--- src/rtl/regfl_pkg.sv ---
// Shared register-file package: scan sequencer state encoding and the default
// geometry constants used by the register file and its read-out sequencer.
package regfl_pkg;

  localparam int unsigned REGFL_ADDR_W = 3;
  localparam int unsigned REGFL_DATA_W = 64;

  // Read-out sequencer states.
  typedef enum logic [1:0] {
    IDLE = 2'd0,
    SEND = 2'd1,
    DONE = 2'd2
  } regfl_state_e;

endpackage : regfl_pkg

--- src/rtl/regfl_word_sel.sv ---
// Combinational word select: returns the data_width slice of the flat register
// bus q_in at index idx. Indices at or above register_count return zero.
//   idx   in  address_width              word index
//   q_in  in  register_count*data_width  flat register-file contents
//   word  out data_width                 selected word
module regfl_word_sel
  import regfl_pkg::*;
#(
  parameter int unsigned address_width  = REGFL_ADDR_W,
  parameter int unsigned register_count = 2 ** address_width,
  parameter int unsigned data_width     = REGFL_DATA_W
) (
  input  logic [address_width-1:0]             idx,
  input  logic [register_count*data_width-1:0] q_in,
  output logic [data_width-1:0]                word
);

  // One-hot style mux; keeps out-of-range indices from producing X.
  always_comb begin
    word = '0;
    for (int i = 0; i < int'(register_count); i++) begin
      if (idx == address_width'(i)) begin
        word = q_in[i*data_width +: data_width];
      end
    end
  end

endmodule : regfl_word_sel

--- src/rtl/regfl_scan.sv ---
// Register-file read-out sequencer. On start it walks registers 0 to
// register_count-1 of the flat register bus and streams one word per transfer
// on a valid/ready interface, tagged with its address and a last flag.
// Words are not snapshotted: each word samples q_in on the edge it is loaded.
//
// Ports:
//   clk, rst_b  clock; asynchronous active-low reset
//   start       scan request, sampled only while idle
//   q_in        flat register-file contents, word i at [i*data_width +: data_width]
//   out_data    current word            out_addr   index of out_data
//   out_valid   word available          out_ready  consumer accepts the word
//   out_last    out_data is the final word (decoded from registered state)
//   busy        scan in progress (SEND or DONE)
//   done        one-cycle pulse after the final word is accepted
//   chk         running XOR of transferred words      (REGFL_SCAN_CHKSUM_EN)
//   chk_valid   pulses with done                      (REGFL_SCAN_CHKSUM_EN)
//
// Optional feature: define REGFL_SCAN_CHKSUM_EN to add the chk/chk_valid outputs.
module regfl_scan
  import regfl_pkg::*;
#(
  parameter int unsigned address_width  = REGFL_ADDR_W,
  parameter int unsigned register_count = 2 ** address_width,
  parameter int unsigned data_width     = REGFL_DATA_W
) (
  input  logic                                 clk,
  input  logic                                 rst_b,
  input  logic                                 start,
  input  logic [register_count*data_width-1:0] q_in,
  output logic [data_width-1:0]                out_data,
  output logic [address_width-1:0]             out_addr,
  output logic                                 out_valid,
  input  logic                                 out_ready,
  output logic                                 out_last,
`ifdef REGFL_SCAN_CHKSUM_EN
  output logic [data_width-1:0]                chk,
  output logic                                 chk_valid,
`endif
  output logic                                 busy,
  output logic                                 done
);

  localparam logic [address_width-1:0] LAST_IDX = address_width'(register_count - 1);

  regfl_state_e               state_q, state_d;
  logic [data_width-1:0]      data_q, data_d;
  logic [address_width-1:0]   addr_q, addr_d;
  logic                       valid_q, valid_d;
  logic                       busy_q, busy_d;
  logic                       done_q, done_d;
  logic [address_width-1:0]   sel_idx;
  logic [data_width-1:0]      sel_word;
  logic                       xfer;
  logic                       at_last;

  assign xfer    = valid_q & out_ready;
  assign at_last = (addr_q == LAST_IDX);

  // Word 0 on the start edge, otherwise the word after the one being accepted.
  assign sel_idx = (state_q == IDLE) ? '0 : addr_q + address_width'(1);

  regfl_word_sel #(
    .address_width  (address_width),
    .register_count (register_count),
    .data_width     (data_width)
  ) u_word_sel (
    .idx  (sel_idx),
    .q_in (q_in),
    .word (sel_word)
  );

  // State and output registers.
  always_ff @(posedge clk or negedge rst_b) begin
    if (!rst_b) begin
      state_q <= IDLE;
      data_q  <= '0;
      addr_q  <= '0;
      valid_q <= 1'b0;
      busy_q  <= 1'b0;
      done_q  <= 1'b0;
    end else begin
      state_q <= state_d;
      data_q  <= data_d;
      addr_q  <= addr_d;
      valid_q <= valid_d;
      busy_q  <= busy_d;
      done_q  <= done_d;
    end
  end

  // Next-state and next-output logic.
  always_comb begin
    state_d = state_q;
    data_d  = data_q;
    addr_d  = addr_q;
    valid_d = valid_q;
    done_d  = 1'b0;
    unique case (state_q)
      IDLE: begin
        if (start) begin
          state_d = SEND;
          data_d  = sel_word;
          addr_d  = '0;
          valid_d = 1'b1;
        end
      end
      SEND: begin
        if (xfer) begin
          if (at_last) begin
            state_d = DONE;
            valid_d = 1'b0;
            done_d  = 1'b1;
          end else begin
            addr_d = addr_q + address_width'(1);
            data_d = sel_word;
          end
        end
      end
      DONE: begin
        state_d = IDLE;
      end
      default: begin
        state_d = IDLE;
        valid_d = 1'b0;
      end
    endcase
    busy_d = (state_d != IDLE);
  end

  assign out_data  = data_q;
  assign out_addr  = addr_q;
  assign out_valid = valid_q;
  assign out_last  = valid_q & at_last;
  assign busy      = busy_q;
  assign done      = done_q;

`ifdef REGFL_SCAN_CHKSUM_EN
  logic [data_width-1:0] chk_q, chk_d;
  logic                  chk_valid_q;

  // Running XOR: cleared on start, folded on every accepted word.
  always_comb begin
    chk_d = chk_q;
    if (state_q == IDLE && start) begin
      chk_d = '0;
    end else if (state_q == SEND && xfer) begin
      chk_d = chk_q ^ data_q;
    end
  end

  always_ff @(posedge clk or negedge rst_b) begin
    if (!rst_b) begin
      chk_q       <= '0;
      chk_valid_q <= 1'b0;
    end else begin
      chk_q       <= chk_d;
      chk_valid_q <= done_d;
    end
  end

  assign chk       = chk_q;
  assign chk_valid = chk_valid_q;
`endif

endmodule : regfl_scan

--- config.mk ---
export PLATFORM = sky130hd
export DESIGN_NAME = regfl_scan
export DESIGN_NICKNAME = d
export VERILOG_FILES = /design/src/rtl/regfl_pkg.sv /design/src/rtl/regfl_word_sel.sv /design/src/rtl/regfl_scan.sv
export SDC_FILE = /design/constraint.sdc
export NUM_CORES = 1
export LEC_CHECK = 0
export ABC_AREA = 1
export ABC_CLOCK_PERIOD_IN_PS = 3300
export CORE_AREA = 2 2 228 230
export DETAILED_ROUTE_END_ITERATION = 8
export DIE_AREA = 0 0 230 232
export GPL_TIMING_DRIVEN = 1
export SETUP_SLACK_MARGIN = 0.2
export SYNTH_ARGS = -nofsm -noshare
export SYNTH_HDL_FRONTEND = slang
export SYNTH_SLANG_ARGS = --single-unit
--- constraint.sdc ---
create_clock -name clk -period 3.3 [get_ports clk]
set_input_delay 0.495 -clock clk [delete_from_list [all_inputs] [get_ports clk]]
set_output_delay 0.495 -clock clk [all_outputs]
set_load 0.01 [all_outputs]
==> summary by stage, run 1 <==
Flow run
The count of maximum capacitance violations is 0.

Clock network
Counting every sink on the clock net gives 72. Clock-pin slew was measured on the worst setup and hold paths at 0.08 ns. The H-tree was split into 3 levels. In this run, CTS created clock tree buffers numbering 9. TritonCTS built the clock tree. The root buffer cell chosen for the clock tree is clkbuf_16.

The post-cts hold buffer count is 0. The number of setup buffers added after CTS is 0. At the later pin of the worst-skew pair, clock insertion delay measures 0.38 ns. No sink is reached through more buffers than the 2 on the longest clock path. The quantity of gates resized following cts is 0.

GRT
The fraction of met1 tracks used by global routing is 22.7%. Global routing consumed, over all layers together, 19.9% of the routing resources. The total overflow left after global routing is 0. The number of global-route vias before repair came to 12,000. In this run the most used layer during global routing was met2. The number of antenna violations at the first check in global routing is 4. The met3 global-route usage is 4.75%. Entering global routing, the biggest net connects 66 pins. The first-pass GRT wire length is 77,900 um. In the global route stage, met2 resource usage came out at 34.9%.

Timing
Setup repair after global routing left no endpoint under its margin. Dividing the final minimum period by the clock period gives 83.6%. Across all setup checks in the final design, the least slack found is 0.542 ns.

Across all hold checks on the routed design, the worst slack comes to 0.0952 ns. The relative slew slack is 33.2%. Setup violations remaining at the end of the flow were counted as 0.

The maximum clock frequency is 363 MHz. The shortest clock period the worst path allows after layout is 2.76 ns. At the pin with the least slew margin, the transition time is 1.00 ns.

The final clock skew is 0.0157 ns. The hold violation total from the final report is 0. The final max-slew violation count came to 0. In the final timing run, aggregate negative setup slack is 0 ns.

Min path
The path class of the tightest hold or removal check is in -> async.

Critical path
The highest cell delay on the worst timing path is 0.63 ns. The required arrival time at the worst endpoint is 3.62 ns. Together, buffers and inverters on the worst path number 2.

The slowest cell on the critical path is buf_4. The startpoint of the worst setup timing path is out_addr[0]$_DFFE_PN0P_. The source of the worst register-to-register timing path is out_addr[0]$_DFFE_PN0P_. The arrival time at the worst endpoint is 3.08 ns. The top fanout value on the critical path is 47.

Walking the worst path, the cells encountered are ha_1, clkinv_2, nor2_4, buf_4, nand4_1, nand3_1, nor2_1, nand4_1, nand2_1, nand2_1. Counting buffers and inverters, the worst setup path is 10 cells deep. The worst setup path is launched from a flip-flop.

The critical path's top delay family is simple AND/OR/NAND/NOR gates. The register-to-register setup slack is 0.54 ns. The worst register-to-register path ends at out_data[9]$_DFFE_PN0P_. The capturing instance or port of the critical path is out_data[9]$_DFFE_PN0P_. The count of cells along the worst register-to-register path is 10. The critical path in this run is classified as reg -> reg. STA classifies the critical path endpoint as a flip-flop.

Synthesis
The total standard cell area after synthesis is 0.00730 sq mm. The share of the Yosys chip area taken by registers is 24.7%. After synthesis, the largest area contributor takes up 24.7% of total cell area.

The number of instances in the synthesized netlist is 1,258. After synthesis, the mean cell area works out to 5.80 sq um. In the post-synthesis netlist, the biggest area contributors are dfrtp_1 25%, nand4_1 16%, nand2_1 16%. The number of different library cells used by synthesis comes to 24. The number of nets in the synthesized netlist is 1,776. The post-synthesis cell type with the largest combined area is dfrtp_1.

After synthesis the netlist holds a flip-flop and latch count of 72. The Yosys step of the flow raised 0 warnings.

Routing
The routed layout has 11,500 vias. The number of nets still failing antenna checks after routing is 0. The average via count per standard cell is 4.68.

Dividing the detail-routed wire length by the instance count gives 22.3 um. The first-pass iteration count of the detailed router is 6. The violation count after the first detailed-routing iteration is 797. After detailed routing, the number of remaining DRC violations is 0. The wire length reported by the detailed router is 54,700 um.

Placed design
The number of I/O port buffers is 586. The routability congestion estimate is 0.947. The post-placement setup slack is 0.526 ns. The half-perimeter wire length after detailed placement is 39,800 um.

Finish
Registers take 0.00181 sq mm. The layout-stage area growth over the synthesis result is 94.8%. The number of filler instances in the final layout is 5,639. After the last flow step, the layout net total stands at 2,287. Of the cells placed in the final design, the portion with a size suffix greater than 1 is 4.45%. The multi-input combinational cells in the finished layout cover a total of 0.00473 sq mm.

Floorplanning
The initial utilization of the core area, before any placement, comes to 14.3%. The die extent in y is 232 um. The die footprint is 0.0534 sq mm. The count of standard-cell rows is 83. Measured along the x axis, the die boundary spans 230 um. In this run the count of I/O pins placed on the die edge is 587.

The core region area is 0.0509 sq mm.

Power and ir drop
The power after layout is 0.00277 W. The reported leakage power is 5.94 nW. The power density over the cells is 195 mW/mm^2. The peak supply drop is 0.000213 V.

Outcome
The run finished with clean final reports.
-- per-layer routing --
layer / share of wire, % / up-vias / wire [um]
met1: 39 / 5416 / 21500
li1: - / 5284 / -
met5: 0.029 / - / 16
met2: 48 / 672 / 26500
met3: 8.1 / 123 / 4420
met4: 4.1 / 2 / 2230
-- area by class of cell --
class,count,share of cell area [%]
Clock inverter,4,0.317
Antenna cell,2,0.0352
Tap cell,680,5.98
Inverter,75,2.01
Sequential cell,72,12.7
Clock buffer,12,1.73
Timing Repair Buffer,614,43.9
Multi-Input combinational cell,997,33.3
-- cell usage after synthesis (all sizes together) --
cell type,instances
o21ai,5
inv,75
a211oi,1
nor3,64
clkbuf,50
ha,2
buf,64
nor2,202
a21oi,65
nand4,192
nand2,331
dfrtp,72
or2,1
nor4,1
o211ai,1
nand3,132
-- power breakdown --
group | switching, W | leakage (nW) | internal, W
Sequential | 0 | 0.994 | 0.000882
Combinational | 0.000211 | 4.80 | 0.000576
Clock | 0.000492 | 0.146 | 0.000605
Total | 0.000703 | 5.94 | 0.00206
-- per-stage QoR --
step	cell area, sq um	std cells	utilization (%)
after floorplan	7300	1258	-
after CTS	14200	2454	27.9
final	14200	2456	27.9
after global routing	14200	2454	27.9
after detailed placement	13900	2438	27.4
after global placement	13900	2438	27.4
-- cells by family after synthesis --
group           after synthesis  share of synthesized area (%)
compound gates               72                           5.01
fa+ha+maj                     2                          0.343
buf+inv                     189                           11.2
flops                        72                           24.7
simple gates                923                           58.8
-- cell usage in the layout (no fill, tap or decap), types with 4 or more instances in the layout --
cell,n
clkbuf_16,9
nor3_1,64
nor2_1,197
o21ai_0,4
nand3_1,130
clkinv_2,4
nor2_4,4
inv_1,72
nand4_1,192
clkdlybuf4s50_1,585
dfrtp_1,71
buf_12,14
nand2_1,309
a21oi_1,65
buf_4,15
nand2_2,20
-- worst reg2reg max path, delay by kind of cell, from the launching register on --
kind | cells | cell delay, ns
buf+inv | 2 | 0.74
fa+ha+maj | 1 | 0.42
simple gates | 7 | 1.03
flops | 1 | 0.49
-- state kept, by name, indices dropped and copies added (netlist names) --
| name | cells |
|---|---|
| out_valid | 1 |
| out_addr | 3 |
| done | 1 |
| busy | 1 |
| out_data | 64 |
| state_q | 2 |
-- how the worst min path moves through the flow --
stage / end / cells after the start
finish: out_data[13]$_DFFE_PN0P_ / 1
global route: out_data[22]$_DFFE_PN0P_ / 1
CTS: out_data[13]$_DFFE_PN0P_ / 1
detailed placement: out_data[2]$_DFFE_PN0P_ / 2
global placement: out_data[28]$_DFFE_PN0P_ / 2
floorplan: busy$_DFF_PN0_ / 0
(Power assumes the default switching activity.)
==> inputs of run 2 (changes only) <==
Settings changed: ABC_CLOCK_PERIOD_IN_PS 3300 to 2600, CORE_AREA 2 2 228 230 to 2 2 225 227, DIE_AREA 0 0 230 232 to 0 0 227 229.
Clock period 3.3 ns to 2.6 ns, I/O delays scaled along.
==> run 2 against run 1 <==
Utilization up 1.4 points. Largest cell class unchanged. Via count up 0.72%. Fmax up 18%. Sequential share of layout area down 0.32 points. Sequential power up 27%. First-iteration DRC count down 40%. Cell area up 2.6%. Total power up 26%. Cell count up 0.53%. Die area down 2.6%. Sequential cell count unchanged. Count of clock-buffer cells in the layout up 1. Highest routed layer unchanged.
==> summary by stage, run 2 (same netlist as run 1, synthesis figures left out) <==
Floorplanning
The die footprint is 0.0520 sq mm. The die extent in y is 229 um. The boundary pin count is 587. The core region area is 0.0497 sq mm. After floorplanning, the core was divided into 82 placement rows. The horizontal die dimension is 227 um. The initial core utilization is 14.7%.

Clock network
Clock-pin slew was measured on the worst setup and hold paths at 0.06 ns. The TritonCTS clock tree is yes. The clock drives 72 sinks. Clock latency on the worst-skew pair, taken at its later pin, is 0.37 ns.

The clock buffer count from CTS is 9. The maximum clock insertion buffer count is 2. The depth of the CTS H-tree is 3. CTS placed an instance of clkbuf_16 at the clock tree root.

Critical path
The category of the worst setup path capture point is a flip-flop. Together, buffers and inverters on the worst path number 3. Walking the worst path, the cells encountered are ha_2, inv_2, buf_4, buf_4, nand4_1, nand3_1, nor2_1, nand4_1, nand2_1, nand2_1.

The critical path's top delay family is simple AND/OR/NAND/NOR gates. The path type of the worst setup path is reg -> reg. At the worst endpoint, the arrival time is 2.64 ns. The required arrival time at the worst endpoint is 2.91 ns. The slowest stage of the critical path belongs to the cell buf_4. The highest cell delay on the worst timing path is 0.52 ns. The startpoint type of the worst setup path is a flip-flop. The register-to-register setup slack is 0.27 ns. The top fanout value on the critical path is 43.

Outcome
The flow ran to the end, and the final reports show no timing, DRC or antenna violations.

Timing
The relative slew slack is 52.2%. The period utilization is 89.7%. Setup repair after global routing could not meet its margin everywhere. Derived from the worst setup path, the maximum achievable clock frequency is 429 MHz. The routed design could run at a clock period as short as 2.33 ns. The final max-slew violation count is 0. The actual slew at the worst max-slew pin is 0.715 ns. The hold violation total from the final report was 0. Setup violations remaining at the end of the flow were counted as 0.

The final clock skew is 0.00855 ns.

Finish
In the layout the commonest cells are 585 x clkdlybuf4s50_1, 309 x nand2_1, 193 x nor2_1, 192 x nand4_1, 130 x nand3_1. After filler insertion, the fill cell instance count of the layout stands at 5,487. The area growth from synthesis to layout is 99.8%.

The flip-flop count of the largest register, all copies and words added is 64. The most frequent standard cell in the layout excluding fill and tap cells is clkdlybuf4s50_1. The final standard cell count with taps included and fillers excluded is 2,469.

The post-route netlist has 5.85% of its cells at a drive strength greater than 1. The count of nets after finishing is 2,308.

GRT
The number of antenna violations at the first check in global routing is 7. The overall global routing resource usage is 19.2%. The first-pass GRT wire length is 73,900 um.

The total grt overflow is 0. The number of global-route vias before repair is 12,000. Entering global routing, the biggest net connects 78 pins.

Routing
The per-cell routed wire length is 21.2 um. The number of design rule violations left after detail routing is 0. The first TritonRoute pass finished after 5 iterations. The detail route stage leaves a number of antenna-violating nets equal to 0. The average via count per standard cell is 4.69. The violation count after the first detailed-routing iteration is 482. The routed design has 52,500 um of wire.

The vias after detailed routing is 11,600.

Power and ir drop
The power density over the cells is 239 mW/mm^2. The analysis attributes to cell leakage a power of 6.13 nW. The worst-case IR drop observed on VDD is 0.000249 V. The completed layout was analyzed and its total power is 0.00349 W.

Flow run
The count of maximum capacitance violations is 0.

Placed design
The congestion estimate from routability-driven global placement came to 0.929. The number of cells in the design after placement is 2,445. The number of I/O port buffers is 586. Summed over all nets, the half-perimeter wirelength after detailed placement is 37,800 um.

Min path
The classification of the worst-slack hold path is reg -> reg.
==> run 2: changes by cell type in the layout (fill, tap and decap cells not counted), moves of 3 or more <==
cell	delta
buf_8	+3
buf_4	+5
buf_12	+6
nor2_2	+3
nor2_1	-4
==> run 2: report_power, final <==
part | total (W) | internal (W) | switching [W]
Clock | 0.00137 | 0.000795 | 0.000579
Combinational | 0.000999 | 0.000734 | 0.000265
Sequential | 0.00112 | 0.00112 | 0
==> run 2: path summary, 6_finish.rpt <==
| path | from | endpoint | depth (start not counted) |
|---|---|---|---|
| worst max-delay path | out_addr[0]$_DFFE_PN0P_ | out_data[58]$_DFFE_PN0P_ | 10 |
| min in group asynchronous | rst_b | out_data[35]$_DFFE_PN0P_ | 2 |
| worst min-delay path | out_data[45]$_DFFE_PN0P_ | out_data[45]$_DFFE_PN0P_ | 2 |
| max in group asynchronous | rst_b | out_data[55]$_DFFE_PN0P_ | 3 |
| worst min register to register | out_data[45]$_DFFE_PN0P_ | out_data[45]$_DFFE_PN0P_ | 2 |
| worst max register to register | out_addr[0]$_DFFE_PN0P_ | out_data[58]$_DFFE_PN0P_ | 10 |
==> run 2: worst register-to-register path, stage by stage (launching register included) <==
cell and delay, ns:
dfrtp_4 0.47, ha_2 0.29, inv_2 0.08, buf_4 0.11, buf_4 0.52, nand4_1 0.42
nand3_1 0.17, nor2_1 0.05, nand4_1 0.07, nand2_1 0.05, nand2_1 0.05
==> run 2: timing repair <==
action	4_1_cts	5_1_grt
gates cloned	3	0
setup buffers	2	0
resized for setup	17	11
setup endpoints to repair	65	46
pin swaps	1	4
endpoints found under the hold margin	25	0
hold buffers	1	0
==> run 2: per-layer routing <==
layer  vias up  track usage [%]  share of wire (%)
met3       103             5.59                9.1
li1       5342                -                  -
met4         6             7.25                3.5
met5         -                0              0.072
met2       614             34.1                 48
met1      5515             21.6                 39
==> run 2: area by class of cell <==
type / count / area (sq um) / area share, %
timing repair buffer: 634 / 6580 / 45.1
multi-input combinational: 998 / 4780 / 32.7
sequential: 72 / 1810 / 12.4
tap: 672 / 841 / 5.76
inverter: 75 / 284 / 1.95
clock buffer: 13 / 260 / 1.78
clock inverter: 3 / 40.0 / 0.274
antenna: 2 / 5.00 / 0.0343
==> run 2: through the flow <==
stage          hold slack [ns]  instance area [sq um]  util [%]  setup WS [ns]  TNS [ns]
2_1_floorplan           0.0944                   7300         -          0.547         0
3_3_place_gp             0.393                  14100      28.3         -0.263     -6.31
3_5_place_dp             0.386                  14100      28.3         -0.300     -7.24
4_1_cts                  0.481                  14500      29.3          0.203         0
5_1_grt                  0.509                  14600      29.4          0.165         0
6_report                 0.478                  14600      29.4          0.268         0
